**src/rtl/traffic_pkg.sv**
```systemverilog
// -----------------------------------------------------------------------------
// traffic_pkg
// Shared definitions for the traffic light command front-end.
//   - state_t      : command FSM states (IDLE = 0, RUN = 1)
//   - COLOR_*      : encoding of the colour select switch
//   - TIME_W/SEL_W : widths of the time and light-select fields
//   - DEFAULT_TIME : nominal phase time used by the light instances
//   - cmd_fields_t : the four configuration fields forwarded to the lights
//   - time_valid() : a requested time of zero is not a legal phase length
// -----------------------------------------------------------------------------
package traffic_pkg;

    typedef enum logic {
        ST_IDLE = 1'b0,
        ST_RUN  = 1'b1
    } state_t;

    localparam logic COLOR_RED   = 1'b0;
    localparam logic COLOR_GREEN = 1'b1;

    localparam int TIME_W = 4;
    localparam int SEL_W  = 2;

    localparam logic [TIME_W-1:0] DEFAULT_TIME = 4'd10;

    typedef struct packed {
        logic [SEL_W-1:0]  sel;
        logic              color;
        logic              start;
        logic [TIME_W-1:0] secs;
    } cmd_fields_t;

    function automatic logic time_valid(input logic [TIME_W-1:0] t);
        return t != '0;
    endfunction

endpackage

```
**src/rtl/btn_debounce.sv**
```systemverilog
// -----------------------------------------------------------------------------
// btn_debounce
// Synchronises a raw asynchronous button and accepts a new level only after
// DEBOUNCE_CYCLES+1 consecutive synchronised samples that disagree with the
// current debounced level. A rising edge of the debounced level produces a
// single-cycle pulse; falling edges produce nothing.
//
// Ports:
//   clk        in   system clock
//   rst        in   synchronous reset, active-low
//   raw        in   raw button input (asynchronous)
//   level      out  debounced button level
//   rise_pulse out  one-cycle pulse on a debounced rising edge
// -----------------------------------------------------------------------------
module btn_debounce #(
    parameter int DEBOUNCE_CYCLES = 16
) (
    input  logic clk,
    input  logic rst,
    input  logic raw,
    output logic level,
    output logic rise_pulse
);

    localparam int CNT_W = $clog2(DEBOUNCE_CYCLES + 1);
    localparam logic [CNT_W-1:0] CNT_LIMIT = CNT_W'(DEBOUNCE_CYCLES);

    logic             sync_a;
    logic             sync_b;
    logic             level_d;
    logic [CNT_W-1:0] cnt;

    // NOTE: sequential state uses non-blocking assignments so every flop
    // samples the pre-edge value of its neighbours (the synchronizer chain
    // depends on this to stay two stages deep).
    always_ff @(posedge clk) begin
        if (!rst) begin
            // NOTE: the synchronizer flops are reset too, so a button held
            // through reset has to re-qualify from scratch.
            sync_a  <= 1'b0;
            sync_b  <= 1'b0;
            level   <= 1'b0;
            level_d <= 1'b0;
            cnt     <= '0;
        end else begin
            sync_a  <= raw;
            sync_b  <= sync_a;
            level_d <= level;
            if (sync_b == level) begin
                cnt <= '0;
            end else if (cnt == CNT_LIMIT) begin
                // Counter has seen DEBOUNCE_CYCLES disagreeing samples and
                // this is one more: accept the new level.
                level <= ~level;
                cnt   <= '0;
            end else begin
                cnt <= cnt + 1'b1;
            end
        end
    end

    // Both operands are flop outputs, so the pulse is glitch-free and lasts
    // exactly the one cycle between level rising and level_d following it.
    assign rise_pulse = level & ~level_d;

endmodule

```
**src/rtl/traffic_cmd_ctrl.sv**
```systemverilog
// -----------------------------------------------------------------------------
// traffic_cmd_ctrl
// Operator command front-end shared by all traffic light instances. Turns the
// send/go buttons into clean one-cycle strobes, registers the configuration
// fields on every accepted send, enforces configure-while-stopped, keeps a
// sticky error flag for rejected sends and tracks which lights have both a
// red and a green time.
//
// Ports:
//   clk          in   system clock
//   rst          in   synchronous reset, active-low
//   btn_send     in   raw "send configuration" button
//   btn_go       in   raw "start/stop" button
//   sw_sel       in   light number to configure
//   sw_color     in   1 = green time, 0 = red time
//   sw_start     in   start colour for the addressed light
//   sw_time      in   requested time in seconds (1..15)
//   inst_send    out  one-cycle configuration strobe
//   inst_go      out  one-cycle run-toggle strobe
//   traffic_sel  out  registered light number
//   color_sel    out  registered colour select
//   start_color  out  registered start colour
//   input_time   out  registered time
//   running      out  1 while the lights run
//   cfg_err      out  sticky bad-command flag, cleared by an accepted send
//   cfg_mask     out  bit n set once light n has both red and green times
// -----------------------------------------------------------------------------
module traffic_cmd_ctrl
    import traffic_pkg::*;
#(
    parameter int DEBOUNCE_CYCLES = 16,
    parameter int NUM_LIGHTS      = 4
) (
    input  logic                  clk,
    input  logic                  rst,
    input  logic                  btn_send,
    input  logic                  btn_go,
    input  logic [SEL_W-1:0]      sw_sel,
    input  logic                  sw_color,
    input  logic                  sw_start,
    input  logic [TIME_W-1:0]     sw_time,
    output logic                  inst_send,
    output logic                  inst_go,
    output logic [SEL_W-1:0]      traffic_sel,
    output logic                  color_sel,
    output logic                  start_color,
    output logic [TIME_W-1:0]     input_time,
    output logic                  running,
    output logic                  cfg_err,
    output logic [NUM_LIGHTS-1:0] cfg_mask
);

    logic send_level, send_rise;
    logic go_level,   go_rise;
    logic p_send,     p_go;

    btn_debounce #(.DEBOUNCE_CYCLES(DEBOUNCE_CYCLES)) u_send_db (
        .clk        (clk),
        .rst        (rst),
        .raw        (btn_send),
        .level      (send_level),
        .rise_pulse (send_rise)
    );

    btn_debounce #(.DEBOUNCE_CYCLES(DEBOUNCE_CYCLES)) u_go_db (
        .clk        (clk),
        .rst        (rst),
        .raw        (btn_go),
        .level      (go_level),
        .rise_pulse (go_rise)
    );

    // A rise pulse already implies a high level; the AND states explicitly
    // that commands only fire while the debounced button is settled high.
    assign p_send = send_rise & send_level;
    assign p_go   = go_rise   & go_level;

    state_t                state,         state_nxt;
    cmd_fields_t           fields,        fields_nxt;
    logic                  send_nxt,      go_nxt;
    logic                  err_nxt;
    logic [NUM_LIGHTS-1:0] red_written,   red_nxt;
    logic [NUM_LIGHTS-1:0] green_written, green_nxt;

    // NOTE: every signal driven here gets its default first; a path that
    // leaves one unassigned would otherwise infer a latch.
    always_comb begin
        state_nxt  = state;
        fields_nxt = fields;
        send_nxt   = 1'b0;
        go_nxt     = 1'b0;
        err_nxt    = cfg_err;
        red_nxt    = red_written;
        green_nxt  = green_written;

        case (state)
            ST_IDLE: begin
                // Go has priority: a send arriving with it is dropped
                // silently, without raising the error flag.
                if (p_go) begin
                    go_nxt    = 1'b1;
                    state_nxt = ST_RUN;
                end else if (p_send) begin
                    if (time_valid(sw_time)) begin
                        send_nxt   = 1'b1;
                        err_nxt    = 1'b0;
                        fields_nxt = '{sel: sw_sel, color: sw_color,
                                       start: sw_start, secs: sw_time};
                        // Selects beyond the last light are still forwarded
                        // but never mark a light as configured.
                        for (int n = 0; n < NUM_LIGHTS; n++) begin
                            if (int'(sw_sel) == n) begin
                                if (sw_color == COLOR_GREEN) begin
                                    green_nxt[n] = 1'b1;
                                end else begin
                                    red_nxt[n] = 1'b1;
                                end
                            end
                        end
                    end else begin
                        err_nxt = 1'b1;
                    end
                end
            end
            ST_RUN: begin
                if (p_go) begin
                    go_nxt    = 1'b1;
                    state_nxt = ST_IDLE;
                end else if (p_send) begin
                    // Reconfiguring a running light is refused.
                    err_nxt = 1'b1;
                end
            end
        endcase
    end

    always_ff @(posedge clk) begin
        if (!rst) begin
            state         <= ST_IDLE;
            fields        <= '0;
            inst_send     <= 1'b0;
            inst_go       <= 1'b0;
            cfg_err       <= 1'b0;
            red_written   <= '0;
            green_written <= '0;
            cfg_mask      <= '0;
        end else begin
            state         <= state_nxt;
            fields        <= fields_nxt;
            inst_send     <= send_nxt;
            inst_go       <= go_nxt;
            cfg_err       <= err_nxt;
            red_written   <= red_nxt;
            green_written <= green_nxt;
            // Built from the already-registered written masks, so the mask
            // follows an accepted send by one cycle.
            cfg_mask      <= red_written & green_written;
        end
    end

    assign traffic_sel = fields.sel;
    assign color_sel   = fields.color;
    assign start_color = fields.start;
    assign input_time  = fields.secs;
    assign running     = (state == ST_RUN);

endmodule

```
**config.mk**
```make
export PLATFORM = sky130hd
export DESIGN_NAME = traffic_cmd_ctrl
export DESIGN_NICKNAME = d
export VERILOG_FILES = /design/src/rtl/traffic_pkg.sv /design/src/rtl/btn_debounce.sv /design/src/rtl/traffic_cmd_ctrl.sv
export SDC_FILE = /design/constraint.sdc
export NUM_CORES = 1
export LEC_CHECK = 0
export CAP_MARGIN = 30
export CORE_ASPECT_RATIO = 0.9
export CORE_MARGIN = 3
export CORE_UTILIZATION = 35
export DETAILED_ROUTE_END_ITERATION = 10
export DONT_BUFFER_PORTS = 1
export PLACE_DENSITY_LB_ADDON = 0.1
export SLEW_MARGIN = 15
export SYNTH_ARGS = -nofsm -noshare
export SYNTH_HDL_FRONTEND = slang
export SYNTH_SLANG_ARGS = --single-unit
```
**constraint.sdc**
```tcl
create_clock -name clk -period 1.32 [get_ports clk]
set_input_delay 0.066 -clock clk [delete_from_list [all_inputs] [get_ports clk]]
set_output_delay 0.066 -clock clk [all_outputs]
set_load 0.01 [all_outputs]
```
==> metrics.md <==
| Metric | Value |
|---|---|
| First-pass GRT wire length | `between 5000 and 6000 µm` |
| Lkg Pwr | `roughly 0.74 nW` |
| Arr. time, crit path | `1.48 ns` |
| Total power | `2.16 mW` |
| Die width | `77.0 µm` |
| Int Pwr | `1.72 mW` |
| Critical Path Stages | `5` |
| CTS root buffer | `clkbuf_8` |
| Routed wire length | `between 2000 and 3000 µm` |
| Placed cell area | `0.00167 mm²` |
| Fin. Hold Viols | `0` |
| CP Launch Type | `register` |
| Most frequent cells in the layout | `42 x dfxtp_1, 26 x nand2_1, 12 x nor2_1` |
| Mapped Area | `0.00159 mm²` |
| Register area share after synthesis | `0.530` |
| FF-to-FF path depth | `5` |
| Worst slew pin tran | `~0.29 ns` |
| CTS Buf Count | `5` |
| Max_cap viols | `0` |
| Hold Path Origin | `rst` |
| Antenna diodes | `0` |
| # DRC | `0` |
| First-pass DRT Iterations | `3` |
| Reg2reg setup slack | `around 0.052 ns` |
| Max VDD drop | `between 0.0005 and 0.0006 V` |
| CP top delay family | `simple AND/OR/NAND/NOR gates` |
| Hold Crit Depth | `2` |
| Outcome | `finished clean` |
| EDFF count, synth | `0` |
| Final period util | `0.961` |
| Avg Vias per Cell | `~4.7` |
| Setup bufs post-CTS | `0` |
| Final min period | `between 1 and 1.5 ns` |
| Worst path bufs/invs | `0` |
| Yosys reg bits | `between 40 and 50` |
| Core Box Area | `around 0.0042 mm²` |
| Post-synth net total | `between 150 and 200` |
| Sequential share of power | `0.591` |
| P_sw | `0.442 mW` |
| Max incr delay on CP | `between 0.3 and 0.4 ns` |
| Synthesized area per cell | `around 9.6 µm²` |
| Final instance area | `approximately 0.0019 mm²` |
| ANT nets after route | `0` |
| Sw Ratio | `0.204` |
| Crit Path Category | `reg -> reg` |
| NumNets Final | `approximately 200` |
| Clock sinks | `42` |
| Std-Cell Rows | `22` |
| Worst Path Required | `approximately 1.5 ns` |
| Count of final setup violators | `0` |
| Clock Power Share | `0.369` |
| Clk_lat worst skew | `0.29 ns` |
| Main synth FF type | `dfxtp_1` |
| Starting Density | `0.377` |
| Synthesis-to-layout area growth | `20.3%` |
| Post-DP HPWL | `2040 µm` |
| Post-synth cell types | `27` |
| Routed length per instance | `approximately 12 µm` |
| Total GRT Usage | `0.122` |
| Cell Chain, Critical Path | `nand2b_4 > ha_4 > nand3b_4 > or2_4 > o31ai_1` |
| Slew Limit Headroom | `0.806` |
| Fillers | `422` |
| Syn. warnings | `0` |
| Hold WS | `roughly 0.010 ns` |
| Worst flop-to-flop path startpoint | `u_go_db.level_d$_SDFF_PN0_` |
| WHS Endpoint | `u_go_db.cnt[1]$_SDFF_PP0_` |
| Die Height | `approximately 70 µm` |
| Mapped Cells | `~170` |
| CP startpoint | `u_go_db.level_d$_SDFF_PN0_` |
| Global placement routability congestion | `slightly below 0.7` |
| Max Slew Vio Count | `0` |
| Largest net degree at the start of global routing | `44` |
| Vias in the first global route | `roughly 1100` |
| GRT overflow | `0` |
| Power share of the combinational group | `0.040` |
| IO Port Bufs | `0` |
| Setup tns final | `0 ns` |
| Slowest-stage cell, CP | `dfxtp_1` |
| Clock buffer depth | `2` |
| FFs w/ async S/R, synth | `0` |
| CTS tree | `done` |
| Die ar. | `0.00538 mm²` |
| CP max FO | `4` |
| Clock transition at the registers of the reported paths | `approximately 0.070 ns` |
| Hold Path Class | `in -> reg` |
| Total number of vias | `between 1000 and 1500` |
| Power Dens Cells | `1130 mW/mm²` |
| Top Ports | `28` |
| Initial antenna violation count | `0` |
| Max Freq | `approximately 0.8 GHz` |
| Share of layout cells above drive strength 1 | `0.109` |
| Initial DRC count | `70` |
| Most common cell after layout, fill and taps aside | `dfxtp_1` |
| CP Capture Type | `register` |
| Unrepaired setup endpoints after global routing | `no` |
| Worst reg2reg endpoint | `green_written[2]$_SDFFE_PN0P_` |
| CTS HTree Levels | `2` |
| Skew final | `0.00331 ns` |
-- power by group through the flow --
stage	Sequential [mW]	Clock [mW]	Combinational, mW
5_1_grt	1.28	0.892	0.0986
4_1_cts	1.28	0.837	0.0881
6_report	1.28	0.799	0.0870
2_1_floorplan	1.31	0	0.0463
3_5_place_dp	1.31	0	0.0338
3_3_place_gp	1.31	0	0.0333
-- timing repair --
action,4_1_cts,5_1_grt
hold buffers,12,0
endpoints found under the setup margin,8,8
pin swaps,0,1
resized for setup,2,2
cloned,1,0
hold endpoints to repair,31,0
-- metrics by stage --
stage,setup slack (ns),utilization,instances
global route,0.00779,0.454,243
CTS,-0.0372,0.449,243
detailed placement,-0.0346,0.396,224
global placement,0.0144,0.396,224
finish,0.0519,0.454,243
floorplan,0.0231,-,165
-- cell usage after synthesis (all sizes together), types with 2 or more instances --
cell,n,share of area
nor2,12,0.028
xnor2,2,0.011
dfxtp,42,0.53
xor2,6,0.033
nand3,10,0.032
and3,4,0.016
o21ai,8,0.025
nor2b,6,0.028
o22ai,3,0.012
mux2i,6,0.038
inv,7,0.017
nand4,3,0.012
ha,5,0.039
and2,8,0.032
buf,2,0.014
nand4bb,2,0.014
clkbuf,5,0.012
nand2,26,0.061
-- sequential cells by signal (all words and copies together), names as in the netlist, 2 cells and up --
signal,flops
u_go_db.cnt,5
red_written,4
input_time,4
cfg_mask,4
traffic_sel,2
green_written,4
u_send_db.cnt,5
-- cell type report --
class	count	area, µm²	area share
clock buffer	6	82.6	0.0432
inverter	7	26.3	0.0138
multi-input combinational	110	711	0.372
sequential	42	841	0.440
tap	60	75.1	0.0393
timing repair buffer	18	175	0.0917
-- cell families after synthesis --
kind of cell,Yosys count,share of synthesized area
AND/OR/NAND/NOR,77,0.262
flip-flops,42,0.530
multiplexers,6,0.0378
AO/OA/AOI/OAI,13,0.0449
XOR/XNOR,8,0.0441
buffers and inverters,14,0.0426
adder cells (fa/ha/maj),5,0.0394
-- routing by layer --
metal	track usage	routed length, µm	vias up
met5	0	0	-
met4	0.0593	48	0
met3	0.0464	156	8
met2	0.196	1400	20
met1	0.143	1380	533
li1	-	-	581
-- worst register-to-register path: stages, from the launching register on --
cell,delay [ns]
dfxtp_1,0.33
nand2b_4,0.14
ha_4,0.15
nand3b_4,0.11
or2_4,0.29
o31ai_1,0.17
-- worst max-delay path by stage --
stage	endpoint	slack [ns]
5_1_grt	green_written[2]$_SDFFE_PN0P_	0.008
3_5_place_dp	start_color$_SDFFE_PN0P_	-0.03
2_1_floorplan	green_written[2]$_SDFFE_PN0P_	0.02
6_report	green_written[2]$_SDFFE_PN0P_	0.05
3_3_place_gp	green_written[2]$_SDFFE_PN0P_	0.01
4_1_cts	green_written[2]$_SDFFE_PN0P_	-0.04
(Power assumes the default switching activity.)
